$ cat config.mk
export PLATFORM = sky130hd
export DESIGN_NAME = spi_host
export DESIGN_NICKNAME = d
export VERILOG_FILES = /design/src/rtl/spi_host.sv
export SDC_FILE = /design/constraint.sdc
export NUM_CORES = 1
export LEC_CHECK = 0
export ABC_CLOCK_PERIOD_IN_PS = 2300
export BUFFER_PORTS_ARGS = -buffer_cell sky130_fd_sc_hd__buf_2
export CORE_MARGIN = 1
export CORE_UTILIZATION = 40
export DETAILED_ROUTE_END_ITERATION = 10
export PLACE_DENSITY_LB_ADDON = 0.08
export SYNTH_ARGS = -nofsm -noshare
export SYNTH_HDL_FRONTEND = slang
export SYNTH_SLANG_ARGS = --single-unit
export TNS_END_PERCENT = 5
$ cat constraint.sdc
create_clock -name clk -period 2.3 [get_ports clk]
set_clock_uncertainty 0.15 [all_clocks]
set_input_delay 0 -clock clk [delete_from_list [all_inputs] [get_ports clk]]
set_output_delay 0 -clock clk [all_outputs]
set_load 0.03 [all_outputs]
$ cat src/rtl/spi_host.sv
// spi_host: byte-oriented SPI master, mode 0, MSB first.
// One transfer per accepted start; ss can be held low across bytes to build frames.
module spi_host #(
    parameter int unsigned CLK_DIV    = 4,
    parameter int unsigned DATA_WIDTH = 8
) (
    input  logic                  clk,
    input  logic                  reset,
    input  logic                  start,
    input  logic [DATA_WIDTH-1:0] tx_data,
    input  logic                  hold_ss,
    input  logic                  release_ss,
    output logic                  busy,
    output logic [DATA_WIDTH-1:0] rx_data,
    output logic                  rx_valid,
    output logic                  sck,
    output logic                  ss,
    output logic                  mosi,
    input  logic                  miso
);

    localparam int unsigned DIV_W = (CLK_DIV > 1) ? $clog2(CLK_DIV) : 1;
    localparam int unsigned BIT_W = $clog2(DATA_WIDTH + 1);

    typedef enum logic [2:0] {
        IDLE,
        SETUP,
        HIGH,
        LOW,
        HOLD,
        GAP
    } state_t;

    state_t                state, state_n;
    logic [DIV_W-1:0]      div_cnt, div_cnt_n;
    logic [BIT_W-1:0]      bit_cnt, bit_cnt_n;
    logic [DATA_WIDTH-1:0] tx_shift, tx_shift_n;
    logic [DATA_WIDTH-1:0] rx_shift, rx_shift_n;
    logic [DATA_WIDTH-1:0] rx_data_n;
    logic                  hold_q, hold_n;
    logic                  sck_n, ss_n, mosi_n, busy_n, rx_valid_n;

    logic                  div_last;
    logic [BIT_W-1:0]      bit_inc;
    logic [DATA_WIDTH-1:0] tx_next;
    logic [DATA_WIDTH-1:0] rx_sampled;

    // State register and registered outputs
    always_ff @(posedge clk or negedge reset) begin
        if (!reset) begin
            state    <= IDLE;
            div_cnt  <= '0;
            bit_cnt  <= '0;
            tx_shift <= '0;
            rx_shift <= '0;
            rx_data  <= '0;
            hold_q   <= 1'b0;
            sck      <= 1'b0;
            ss       <= 1'b1;
            mosi     <= 1'b0;
            busy     <= 1'b0;
            rx_valid <= 1'b0;
        end else begin
            state    <= state_n;
            div_cnt  <= div_cnt_n;
            bit_cnt  <= bit_cnt_n;
            tx_shift <= tx_shift_n;
            rx_shift <= rx_shift_n;
            rx_data  <= rx_data_n;
            hold_q   <= hold_n;
            sck      <= sck_n;
            ss       <= ss_n;
            mosi     <= mosi_n;
            busy     <= busy_n;
            rx_valid <= rx_valid_n;
        end
    end

    // Next-state and next-output logic
    always_comb begin
        state_n    = state;
        div_cnt_n  = div_cnt;
        bit_cnt_n  = bit_cnt;
        tx_shift_n = tx_shift;
        rx_shift_n = rx_shift;
        rx_data_n  = rx_data;
        hold_n     = hold_q;
        sck_n      = sck;
        ss_n       = ss;
        mosi_n     = mosi;
        busy_n     = busy;
        rx_valid_n = 1'b0;

        div_last   = (div_cnt == DIV_W'(CLK_DIV - 1));
        bit_inc    = bit_cnt + BIT_W'(1);
        tx_next    = tx_shift << 1;
        rx_sampled = (rx_shift << 1) | DATA_WIDTH'(miso);

        case (state)
            IDLE, HOLD: begin
                if (start) begin
                    // Accepting from HOLD keeps ss low, so the frame continues seamlessly
                    state_n    = SETUP;
                    div_cnt_n  = '0;
                    bit_cnt_n  = '0;
                    tx_shift_n = tx_data;
                    hold_n     = hold_ss;
                    sck_n      = 1'b0;
                    ss_n       = 1'b0;
                    mosi_n     = tx_data[DATA_WIDTH-1];
                    busy_n     = 1'b1;
                end else if ((state == HOLD) && release_ss) begin
                    state_n   = GAP;
                    div_cnt_n = '0;
                    ss_n      = 1'b1;
                    mosi_n    = 1'b0;
                    busy_n    = 1'b1;
                end
            end
            SETUP: begin
                div_cnt_n = div_cnt + DIV_W'(1);
                if (div_last) begin
                    state_n    = HIGH;
                    div_cnt_n  = '0;
                    sck_n      = 1'b1;
                    rx_shift_n = rx_sampled;
                end
            end
            HIGH: begin
                div_cnt_n = div_cnt + DIV_W'(1);
                if (div_last) begin
                    state_n   = LOW;
                    div_cnt_n = '0;
                    sck_n     = 1'b0;
                    bit_cnt_n = bit_inc;
                    if (bit_inc < BIT_W'(DATA_WIDTH)) begin
                        tx_shift_n = tx_next;
                        mosi_n     = tx_next[DATA_WIDTH-1];
                    end
                end
            end
            LOW: begin
                div_cnt_n = div_cnt + DIV_W'(1);
                if (div_last) begin
                    div_cnt_n = '0;
                    if (bit_cnt < BIT_W'(DATA_WIDTH)) begin
                        state_n    = HIGH;
                        sck_n      = 1'b1;
                        rx_shift_n = rx_sampled;
                    end else begin
                        rx_data_n  = rx_shift;
                        rx_valid_n = 1'b1;
                        if (hold_q) begin
                            state_n = HOLD;
                            busy_n  = 1'b0;
                        end else begin
                            state_n = GAP;
                            ss_n    = 1'b1;
                            mosi_n  = 1'b0;
                        end
                    end
                end
            end
            GAP: begin
                // Guarantees a minimum ss-high time between frames
                div_cnt_n = div_cnt + DIV_W'(1);
                if (div_last) begin
                    state_n   = IDLE;
                    div_cnt_n = '0;
                    busy_n    = 1'b0;
                end
            end
            default: begin
                state_n = IDLE;
            end
        endcase
    end

endmodule

* Word level (Yosys, flattened, before mapping)
Index checks and enable logic that the tools add are counted.
** Word-level totals
- Flip-flop bits (word level) :: 38
- Logic and storage cells :: 109
** Operators by class
- $add $sub $neg :: 2
- $lt $le $gt $ge :: 2
- Equality and inequality tests :: 17
- Mux-type cells :: 52
- Bitwise gates (word level) :: 2
- Reduce and logical (&&, ||, !) cells :: 22
** Operators with widths (count)
- $mux 1 :: 25
- $mux 8 :: 3
- $mux 3 :: 7
- $mux 7 :: 3
- $ne 2x2->1 const B :: 10
- $pmux 8 s2 :: 1
- $pmux 3 s5 :: 1
- $pmux 7 s2 :: 1
- $reduce_and 6->1 :: 2
- $reduce_and 5->1 :: 2
- $lt 4x4->1 const B :: 2
- $mux 4 :: 2
- $or 8x1->8 :: 1
- $pmux 4 s2 :: 1
- $reduce_and 4->1 :: 2
- $reduce_bool 2->1 :: 4
- $reduce_and 7->1 :: 1
- $eq 3x2->1 const B :: 2
- $eq 3x3->1 const B :: 2
- $mux 2 :: 3
- $pmux 1 s3 :: 2
- $reduce_and 3->1 :: 2
- $reduce_bool 3->1 :: 2
- $add 4x1->4 const B :: 1
- other kinds (14) :: 15

* Logic depth before layout (Yosys ltp)
Gate-level depths: netlist of run 1.
- Depth after elaboration :: 5
- Mapped depth :: 6
- Depth with buffers taken out :: 5

* Worst setup path before layout of run 1
No wires, ideal clock.
- Path kind :: reg-to-reg
- Start :: register div_cnt[0]
- End :: register tx_shift[5]
- Arrival :: 1372 ps
- Slack :: 652 ps
- Stages on the path, launching flop included :: 7
- Buffers on the path :: 1
- Period minus slack after synthesis :: 1648 ps
- Path through :: dfrtp_1 > ha_1 > clkbuf_8 > nand3b_4 > a211oi_4 > and3_2 > a221o_1
** On the way
- Longest elaborated chain between the ends :: 3
** RTL lines
- from (decl) :: line 35 : logic [DIV_W-1:0] div_cnt, div_cnt_n;
- from (signal assigned) :: line 65 : div_cnt <= div_cnt_n;
- $eq 2x2->1 :: line 94 : div_last = (div_cnt == DIV_W'(CLK_DIV - 1));
- $ne 2x2->1 (no source line)
- $reduce_and 4->1 (no source line)
- to (signal assigned) :: line 67 : tx_shift <= tx_shift_n;
- to (decl) :: line 37 : logic [DATA_WIDTH-1:0] tx_shift, tx_shift_n;
No other way between the ends.
A chain may end at the register's enable or synchronous reset.

* Worst setup path after layout of run 1
- Start :: register state[1]
- End :: register rx_data[2]
** On the way
- Longest elaborated chain between the ends :: 2
** RTL lines
- from (decl) :: line 34 : state_t state, state_n;
- from (signal assigned) :: line 64 : state <= state_n;
- $eq 3x2->1 :: line 99 : case (state)
- $reduce_and 3->1 (no source line)
- to (signal assigned) :: line 69 : rx_data <= rx_data_n;
- to (decl) :: line 14 : output logic [DATA_WIDTH-1:0] rx_data,
No other way between the ends.

==> results of run 1 <==
## how the worst min path moves through the flow
stage / from / slack, ns / to / cells past startpoint
floorplan: reset / -0.45 / bit_cnt[0] / 0
global placement: reset / 0.002 / bit_cnt[1] / 1
detailed placement: reset / -0.0003 / bit_cnt[0] / 1
CTS: release_ss / 0.04 / state[0] / 4
global route: release_ss / 0.1 / state[0] / 4
finish: release_ss / 0.05 / state[0] / 4
## cells by family after synthesis
group | count (synthesis) | share of synthesized area
AOI/OAI and AO/OA | 33 | 0.145
xor gates and xnor gates | 2 | 0.0134
adders and majority gates | 2 | 0.0134
buffers and inverters | 14 | 0.0588
DFF | 38 | 0.509
muxes | 20 | 0.120
and+or+nand+nor | 43 | 0.141
## worst max-delay path, delay by kind of cell, from the launching register on
kind / cells / cell delay [ns]
and+or+nand+nor: 2 / 0.59
muxes: 1 / 0.39
DFF: 1 / 0.77
## cells in the final DEF (no fill, tap or decap), types with 4 or more instances in the layout
master and instances:
a21oi_1 6, a221o_1 6, and3_2 5, buf_2 26
clkbuf_8 5, dfrtp_1 37, dlygate4sd3_1 12, inv_1 5
mux2_2 18, nand2_1 7, nand2b_1 5, nand3_1 4
nor2_1 6, nor3_1 4, o21ai_0 5
## metal layers
metal | GRT usage | vias up | wire length, um
met4 | 0.0689 | 0 | 70
met5 | 0 | - | 0
met2 | 0.257 | 40 | 1720
met3 | 0.0404 | 8 | 195
li1 | - | 627 | -
met1 | 0.192 | 640 | 1490
## power groups by stage
| stage | sequential (W) | clock, W | combinational (W) |
|---|---|---|---|
| 2_1_floorplan | 0.00127 | 0 | 0.00103 |
| 3_3_place_gp | 0.00122 | 0 | 0.00124 |
| 3_5_place_dp | 0.00123 | 0 | 0.00128 |
| 4_1_cts | 0.00122 | 0.000575 | 0.00129 |
| 5_1_grt | 0.00127 | 0.000610 | 0.00141 |
| 6_report | 0.00122 | 0.000559 | 0.00128 |
## final cells by class
class	instances	area share
Timing Repair Buffer	39	0.116
Tap cell	52	0.0293
Sequential cell	38	0.429
Clock buffer	5	0.0310
Clock inverter	3	0.0203
Multi-Input combinational cell	100	0.365
Inverter	5	0.00846
## Yosys cell counts (all sizes together) (2+ instances only)
| master | number |
|---|---|
| a31oi | 2 |
| nand3b | 2 |
| nand2b | 7 |
| and2b | 2 |
| nor2 | 6 |
| a32o | 2 |
| buf | 8 |
| nor3 | 4 |
| a211oi | 2 |
| a221o | 6 |
| inv | 5 |
| nand2 | 7 |
| nand3 | 4 |
| a21oi | 7 |
| nor2b | 2 |
| a221oi | 2 |
| and3 | 7 |
| mux2 | 19 |
| ha | 2 |
| dfrtp | 37 |
| o21ai | 6 |
## state kept, by name, summed over array words and instances, names as in the netlist
register  flops
rx_data       8
rx_shift      8
tx_shift      7
bit_cnt       4
state         3
div_cnt       2
busy          1
hold_q        1
mosi          1
rx_valid      1
sck           1
ss            1
## per-stage QoR
| stage | area (sq um) | total power, W |
|---|---|---|
| 2_1_floorplan | 1870 | 0.00230 |
| 3_3_place_gp | 1980 | 0.00246 |
| 3_5_place_dp | 1980 | 0.00251 |
| 4_1_cts | 2220 | 0.00309 |
| 5_1_grt | 2220 | 0.00329 |
| 6_report | 2220 | 0.00306 |
## repair_timing
action / in CTS / in global routing
buffers inserted: 0 / 0
resized for setup: 0 / 0
hold buffers: 12 / 0
endpoints found under the hold margin: 49 / 0
==> results.cfg, run 1 <==
[clock_tree]
cts_root_buf = clkbuf_8
cts_max_level = 2
clk_pin_slew_ns = 0.08
cts_tree = done
cts_buffer_depth = 2
cts_sinks = 38
cts_buffers = 5
clk-insertion-delay-late_ns = 0.29

[critical_path]
worstSetupEndpoint = rx_data[2]
critPathMaxFanout = 21
r2r_setup_slack_ns = 0.28
cp_slowest_cell = dfrtp_1
r2r_start = state[1]
critPathMaxStageDelay_ns = 0.77
start_kind = flop
cp-end-kind = flop
rr_worst_depth = 3
r2r_end = rx_data[2]
crit_path_start = state[1]
arrival_ns = 2.04
crit_chain = and2b_2 > nand4_2 > mux2_2
worstPathRequired_ns = 2.32
critPathKind = reg2reg

[grt]
grt_overflow = 0
track_usage = 0.156
grt_start_max_net_pins = 39
grt_pass1_vias = 1328
antenna_found_initial = 0
grt_first_pass_wirelength_um = 5990

[yosys]
yosysTopAreaCell = dfrtp_1
async_flop_share = 1.00
yosysSeqAreaShare = 0.509
avgSynthCellArea_sq_um = 12.3
synth_edf_count = 0
synth_top_area_frac = 0.495
synth_cell_type_count = 42
synthCells = 152
synth_seq_cells = 38
yosys_warnings = 0
synthFlopType = dfrtp_1
synthTopCellsByArea = dfrtp_1, mux2_2, buf_6
synth_area_sq_mm = 0.00187
syn_nets = 168

[power]
vdd_ir_drop_max_v = 0.000629
total_leakage_power_nw = 1.03
switching_share = 0.391
seqPwrFrac = 0.399
p_comb_frac = 0.419
internal-power_w = 0.00187
power_density_mw_per_mm2 = 1380
clkPwrFrac = 0.183
p_sw_w = 0.00120

[outcome]
status = finished, final reports clean

[floorplan]
initial_utilization = 0.424
boundaryPins = 27
fp-row-count = 24
die_h_um = 70.4
core_sq_mm = 0.00441
fp.dieW_um = 70.4
die_area_sq_mm = 0.00496

[placement]
dp_cells = 222
place_congestion = 0.779
pre_cts_ws_ns = 0.270
hpwl_um = 2490
port_buffers = 26

[timing]
worst_slew_pin_slew_ns = 0.829
holdWs_ns = 0.0524
rsz0062_at_grt = no
slew_headroom = 0.447
hold_viol_final = 0
finalCritPeriodShare = 0.880
layout_min_cycle_time_ns = 2.02
max_freq_mhz = 494
worst_slack_ns = 0.276
finalSetupViolations = 0
fin_setup_tns_ns = 0
final_max_slew_viol_count = 0

[cells_and_area]
multiInputGateArea_sq_um = 810
finish.utilization = 0.502
areaGrowthSynthToFinish_pct = 18.4
nNetsFinal = 205
stdcell_count = 242
layout-drive-gt1-share = 0.374
seqCellArea_sq_um = 952
diodes = 0
fillCellCount = 402

[worst_hold_path]
hp-class = in2reg

[drt]
ant_nets = 0
drt-total-wl_um = 3480
wl_per_cell_um = 14.4
drc = 0
viasPerCell = 5.43
dr.first_iter.drc_count = 39
routed-via-count = 1315
drt-pass1-iter-count = 4

[run]
maxCapViolCount = 0
(Power assumes the default switching activity.)
==> run 2: changes to the inputs <==
--- a/config.mk
+++ b/config.mk
@@ -8,7 +8,7 @@
 export ABC_CLOCK_PERIOD_IN_PS = 2300
 export BUFFER_PORTS_ARGS = -buffer_cell sky130_fd_sc_hd__buf_2
 export CORE_MARGIN = 1
-export CORE_UTILIZATION = 40
+export CORE_UTILIZATION = 56
 export DETAILED_ROUTE_END_ITERATION = 10
 export PLACE_DENSITY_LB_ADDON = 0.08
 export SYNTH_ARGS = -nofsm -noshare
==> run 2 against run 1 <==
Compared with the run above: global-route usage grew 7.3 points; highest routed layer unchanged; flip-flop and latch count stayed put; largest cell class unchanged; sequential share of layout area is 0.33 points higher.
==> results.cfg, run 2 (synthesis gave the netlist of run 1 again) <==
[drt]
routed-via-count = 1297
dr.first_iter.drc_count = 47
viasPerCell = 5.50
drt-total-wl_um = 3440
wl_per_cell_um = 14.6
drt-pass1-iter-count = 4
ant_nets = 0
drc = 0

[clock_tree]
cts_tree = done
cts_max_level = 2
clk-insertion-delay-late_ns = 0.34
cts_sinks = 38
clk_pin_slew_ns = 0.11
cts_buffers = 5
cts_buffer_depth = 2
cts_root_buf = clkbuf_4
postCtsSetupBuffers = 0

[critical_path]
critPathTopFamily = flip-flops
cp_slowest_cell = dfrtp_1
rr_worst_depth = 5
r2r_setup_slack_ns = 0.18
cp-end-kind = flop
critPathMaxStageDelay_ns = 0.54
crit_path_start = state[2]
worstSetupEndpoint = mosi
r2r_end = mosi
arrival_ns = 2.20
critPathKind = reg2reg
crit_chain = nand2b_1 > nand3_1 > dlygate4sd3_1 > o21ai_0 > mux2_1
critPathMaxFanout = 13
worst-path-buf-inv = 1
start_kind = flop
worstPathRequired_ns = 2.38
cp_num_cells = 5
r2r_start = state[2]

[cells_and_area]
nNetsFinal = 208
largestRegisters = rx_data x8, rx_shift x8, tx_shift x7
diodes = 0
layout-drive-gt1-share = 0.375
layout_common_cells = dfrtp_1, buf_2, mux2_2
fillCellCount = 243
layout_commonest_cell = dfrtp_1
areaGrowthSynthToFinish_pct = 17.7

[power]
power_density_mw_per_mm2 = 1360
vdd_ir_drop_max_v = 0.000755
total_leakage_power_nw = 1.04
finalPower_w = 0.00299

[floorplan]
die_h_um = 59.8
boundaryPins = 27
initial_utilization = 0.603
core_sq_mm = 0.00310
fp.dieW_um = 59.8
die_area_sq_mm = 0.00358
fp-row-count = 20

[placement]
place_congestion = 0.820
port_buffers = 26
hpwl_um = 2280

[timing]
rsz0062_at_grt = no
max_freq_mhz = 472
slew_headroom = 0.447
fin_setup_tns_ns = 0
finalSetupViolations = 0
hold_viol_final = 0
worst_slew_pin_slew_ns = 0.829
layout_min_cycle_time_ns = 2.12
finalCritPeriodShare = 0.922
final_max_slew_viol_count = 0

[outcome]
status = finished, final reports clean

[grt]
grt_first_pass_wirelength_um = 5900
track_usage = 0.229
grt_pass1_vias = 1359
grt_overflow = 0
grt_start_max_net_pins = 39
antenna_found_initial = 0

[worst_hold_path]
hp-class = in2async

[run]
maxCapViolCount = 0
## run 2: area by class of cell
type                    instances  area [sq um]  share of cell area
clock inverters                 1          30.0              0.0136
repair buffers                 42           285               0.129
clock buffers                   6          51.3              0.0233
flip-flops and latches         38           953               0.433
inverters                       5          18.8             0.00852
well taps                      44          55.1              0.0250
multi-input cells             100           810               0.367
## run 2: per-layer routing
layer | up-vias | track usage | wire length [um]
li1 | 629 | - | -
met1 | 635 | 0.277 | 1540
met2 | 27 | 0.387 | 1700
met3 | 6 | 0.0693 | 149
met4 | 0 | 0.0797 | 42
met5 | - | 0 | 0
## run 2: timing repair
| action | 4_1_cts | 5_1_grt |
|---|---|---|
| endpoints found under the hold margin | 50 | 0 |
| resized for setup | 0 | 1 |
| setup endpoints to repair | 0 | 1 |
| hold buffers | 14 | 0 |
## run 2: per-stage QoR
stage | hold WS (ns) | setup slack (ns) | cells | util | instance area (sq um)
2_1_floorplan | -0.446 | 0.652 | 152 | - | 1870
3_3_place_gp | -0.0209 | 0.395 | 215 | 0.638 | 1980
3_5_place_dp | -0.0104 | 0.336 | 215 | 0.638 | 1980
4_1_cts | 0.146 | 0.0806 | 236 | 0.710 | 2200
5_1_grt | 0.215 | 0.0687 | 236 | 0.710 | 2200
6_report | 0.129 | 0.180 | 236 | 0.710 | 2200
## run 2: how the worst min path moves through the flow
stage / end / cells after the start
2_1_floorplan: bit_cnt[0] / 0
3_3_place_gp: tx_shift[3] / 1
3_5_place_dp: tx_shift[4] / 1
4_1_cts: tx_shift[4] / 2
5_1_grt: tx_shift[4] / 2
6_report: tx_shift[3] / 2
## run 2: where the power goes
| part | leakage (nW) | total, W | switching (W) | internal (W) |
|---|---|---|---|---|
| sequential | 0.480 | 0.00122 | 0.000264 | 0.000955 |
| combinational | 0.513 | 0.00131 | 0.000703 | 0.000604 |
| clock | 0.0443 | 0.000462 | 0.000209 | 0.000253 |
## run 2: worst register-to-register path: cells and delay by family (launching register included)
| family | cells | cell delay (ns) |
|---|---|---|
| AO/OA/AOI/OAI | 1 | 0.07 |
| flip-flops | 1 | 0.54 |
| buffers and inverters | 1 | 0.54 |
| AND/OR/NAND/NOR | 2 | 0.43 |
| multiplexers | 1 | 0.29 |
==> run 3: changes to the inputs <==
--- a/config.mk
+++ b/config.mk
@@ -6,10 +6,10 @@
 export NUM_CORES = 1
 export LEC_CHECK = 0
 export ABC_CLOCK_PERIOD_IN_PS = 2300
-export BUFFER_PORTS_ARGS = -buffer_cell sky130_fd_sc_hd__buf_2
 export CORE_MARGIN = 1
-export CORE_UTILIZATION = 56
+export CORE_UTILIZATION = 60
 export DETAILED_ROUTE_END_ITERATION = 10
+export DONT_BUFFER_PORTS = 1
 export PLACE_DENSITY_LB_ADDON = 0.08
 export SYNTH_ARGS = -nofsm -noshare
 export SYNTH_HDL_FRONTEND = slang
==> run 3 against run 2 <==
Compared with the run above: the run now ends with design-rule violations left; worst hold slack worse by 0.041 ns; clock power up 25%; first-iteration DRC count is 49% higher; core utilization is 2.9 points higher; non-clock buffer count down 26; combinational power is 22% lower; final area shrank 4.3%; wire length down 2.5%; fmax is 5.0% higher; final cell count fell by 16%; via count decreased by 7.6%; largest power group is now registers.
==> results.cfg, run 3 (synthesis gave the netlist of run 1 again) <==
[outcome]
status = finished, violations left
violations = design-rule violations

[clock_tree]
cts_root_buf = clkbuf_4
clk_pin_slew_ns = 0.11
cts_max_level = 2
cts_sinks = 38
ctsResizeCount = 0
cts_buffers = 5
cts_tree = done
clk-insertion-delay-late_ns = 0.34
cts_buffer_depth = 2

[critical_path]
cp_num_cells = 5
cp-end-kind = flop
critPathKind = reg2reg
crit_chain = ha_1 > nand3b_4 > a21oi_4 > o21ai_2 > a221o_1
worst-path-buf-inv = 0
start_kind = flop
critPathMaxStageDelay_ns = 0.45
critPathTopFamily = compound AO/OA/AOI/OAI gates
rr_worst_depth = 5
cp_slowest_cell = ha_1
critPathMaxFanout = 10
worstPathRequired_ns = 2.38
arrival_ns = 2.10

[run]
maxCapViolCount = 0

[floorplan]
fp-row-count = 19
boundaryPins = 27
initial_utilization = 0.656
die_area_sq_mm = 0.00335
die_h_um = 57.9
fp.dieW_um = 57.9
core_sq_mm = 0.00285

[timing]
rsz0062_at_grt = no
final_max_slew_viol_count = 0
fin_setup_tns_ns = 0
worst_slew_pin_slew_ns = 0.650
slew_headroom = 0.566
holdWs_ns = 0.0875
finalCritPeriodShare = 0.878
layout_min_cycle_time_ns = 2.02
hold_viol_final = 0
finalSetupViolations = 0
max_freq_mhz = 495

[grt]
grt_pass1_vias = 1210
use_met2 = 0.374
grt-busiest-layer = met2
grt_first_pass_wirelength_um = 5850
grt_overflow = 0
grtUsageMet3 = 0.0759
met1_usage = 0.311
antenna_found_initial = 0
track_usage = 0.237
grt_start_max_net_pins = 38

[power]
clkPwrFrac = 0.192
vdd_ir_drop_max_v = 0.000803
seqPwrFrac = 0.468
total_leakage_power_nw = 0.950
internal-power_w = 0.00185
power_density_mw_per_mm2 = 1430
p_sw_w = 0.00116
p_comb_frac = 0.340
finalPower_w = 0.00301
switching_share = 0.384

[drt]
wl_per_cell_um = 16.9
ant_nets = 0
dr.first_iter.drc_count = 70
viasPerCell = 6.06
routed-via-count = 1199
drt-pass1-iter-count = 7
drt-total-wl_um = 3350
drc = 1

[placement]
hpwl_um = 2160
port_buffers = 0
place_congestion = 0.804

[cells_and_area]
areaGrowthSynthToFinish_pct = 12.6
nNetsFinal = 182
layout-drive-gt1-share = 0.281
layout_common_cells = dfrtp_1, mux2_2, dlygate4sd3_1
layout_commonest_cell = dfrtp_1
largestRegisters = rx_data x8, rx_shift x8, tx_shift x7
diodes = 0

[worst_hold_path]
hp-class = in2async
==> run 3: changes by cell type in the layout (fill, tap and decap cells not counted) <==
cell / previous run / this run
dlygate4sd3_1: 14 / 13
dfrtp_2: 1 / 0
bufinv_16: 1 / 2
dfrtp_1: 36 / 37
buf_2: 26 / 0
buf_4: 2 / 1
buf_12: 0 / 2
==> run 3: through the flow <==
step	worst slack [ns]	util	instance area, sq um	instances
5_1_grt	0.139	0.739	2110	198
3_5_place_dp	0.313	0.640	1830	175
3_3_place_gp	0.361	0.640	1830	175
4_1_cts	0.291	0.739	2110	198
2_1_floorplan	0.652	-	1870	152
6_report	0.280	0.739	2110	198
==> run 3: power by group through the flow <==
| stage | clock network, W | registers (W) | logic (W) |
|---|---|---|---|
| global placement | 0 | 0.00140 | 0.000942 |
| CTS | 0.000595 | 0.00141 | 0.00103 |
| floorplan | 0 | 0.00127 | 0.00103 |
| global route | 0.000617 | 0.00145 | 0.00114 |
| finish | 0.000577 | 0.00141 | 0.00102 |
| detailed placement | 0 | 0.00142 | 0.000985 |
==> run 3: path summary, 6_finish.rpt <==
check                                 start          end  slack (ns)
min in group clk                    hold_ss       hold_q        0.19
max in group asynchronous             reset     rx_valid        1.71
worst max register to register   div_cnt[0]  tx_shift[2]        0.28
worst max-delay path             div_cnt[0]  tx_shift[2]        0.28
worst min register to register  tx_shift[0]  tx_shift[0]        0.36
worst min-delay path                  reset         mosi        0.09
==> run 3: cell type report <==
cell class	instances	area [sq um]
tap	31	38.8
clock buffer	6	51.3
inverter	5	18.8
sequential	38	952
multi-input combinational	100	810
timing repair buffer	16	178
fill	194	744
clock inverter	2	60.1
==> run 3: worst reg2reg max path, stage by stage, from the launching register on <==
cell and delay, ns:
dfrtp_1 0.43, ha_1 0.45, nand3b_4 0.16, a21oi_4 0.23
o21ai_2 0.16, a221o_1 0.34
==> run 3: routing by layer <==
layer	up-vias	wire, um
met2	25	1650
met1	590	1500
met5	-	0
met4	0	52
met3	7	148
li1	577	-
==> run 3: timing repair <==
action,in CTS,in global routing
setup buffers,0,0
hold buffers,15,0
endpoints found under the hold margin,59,0
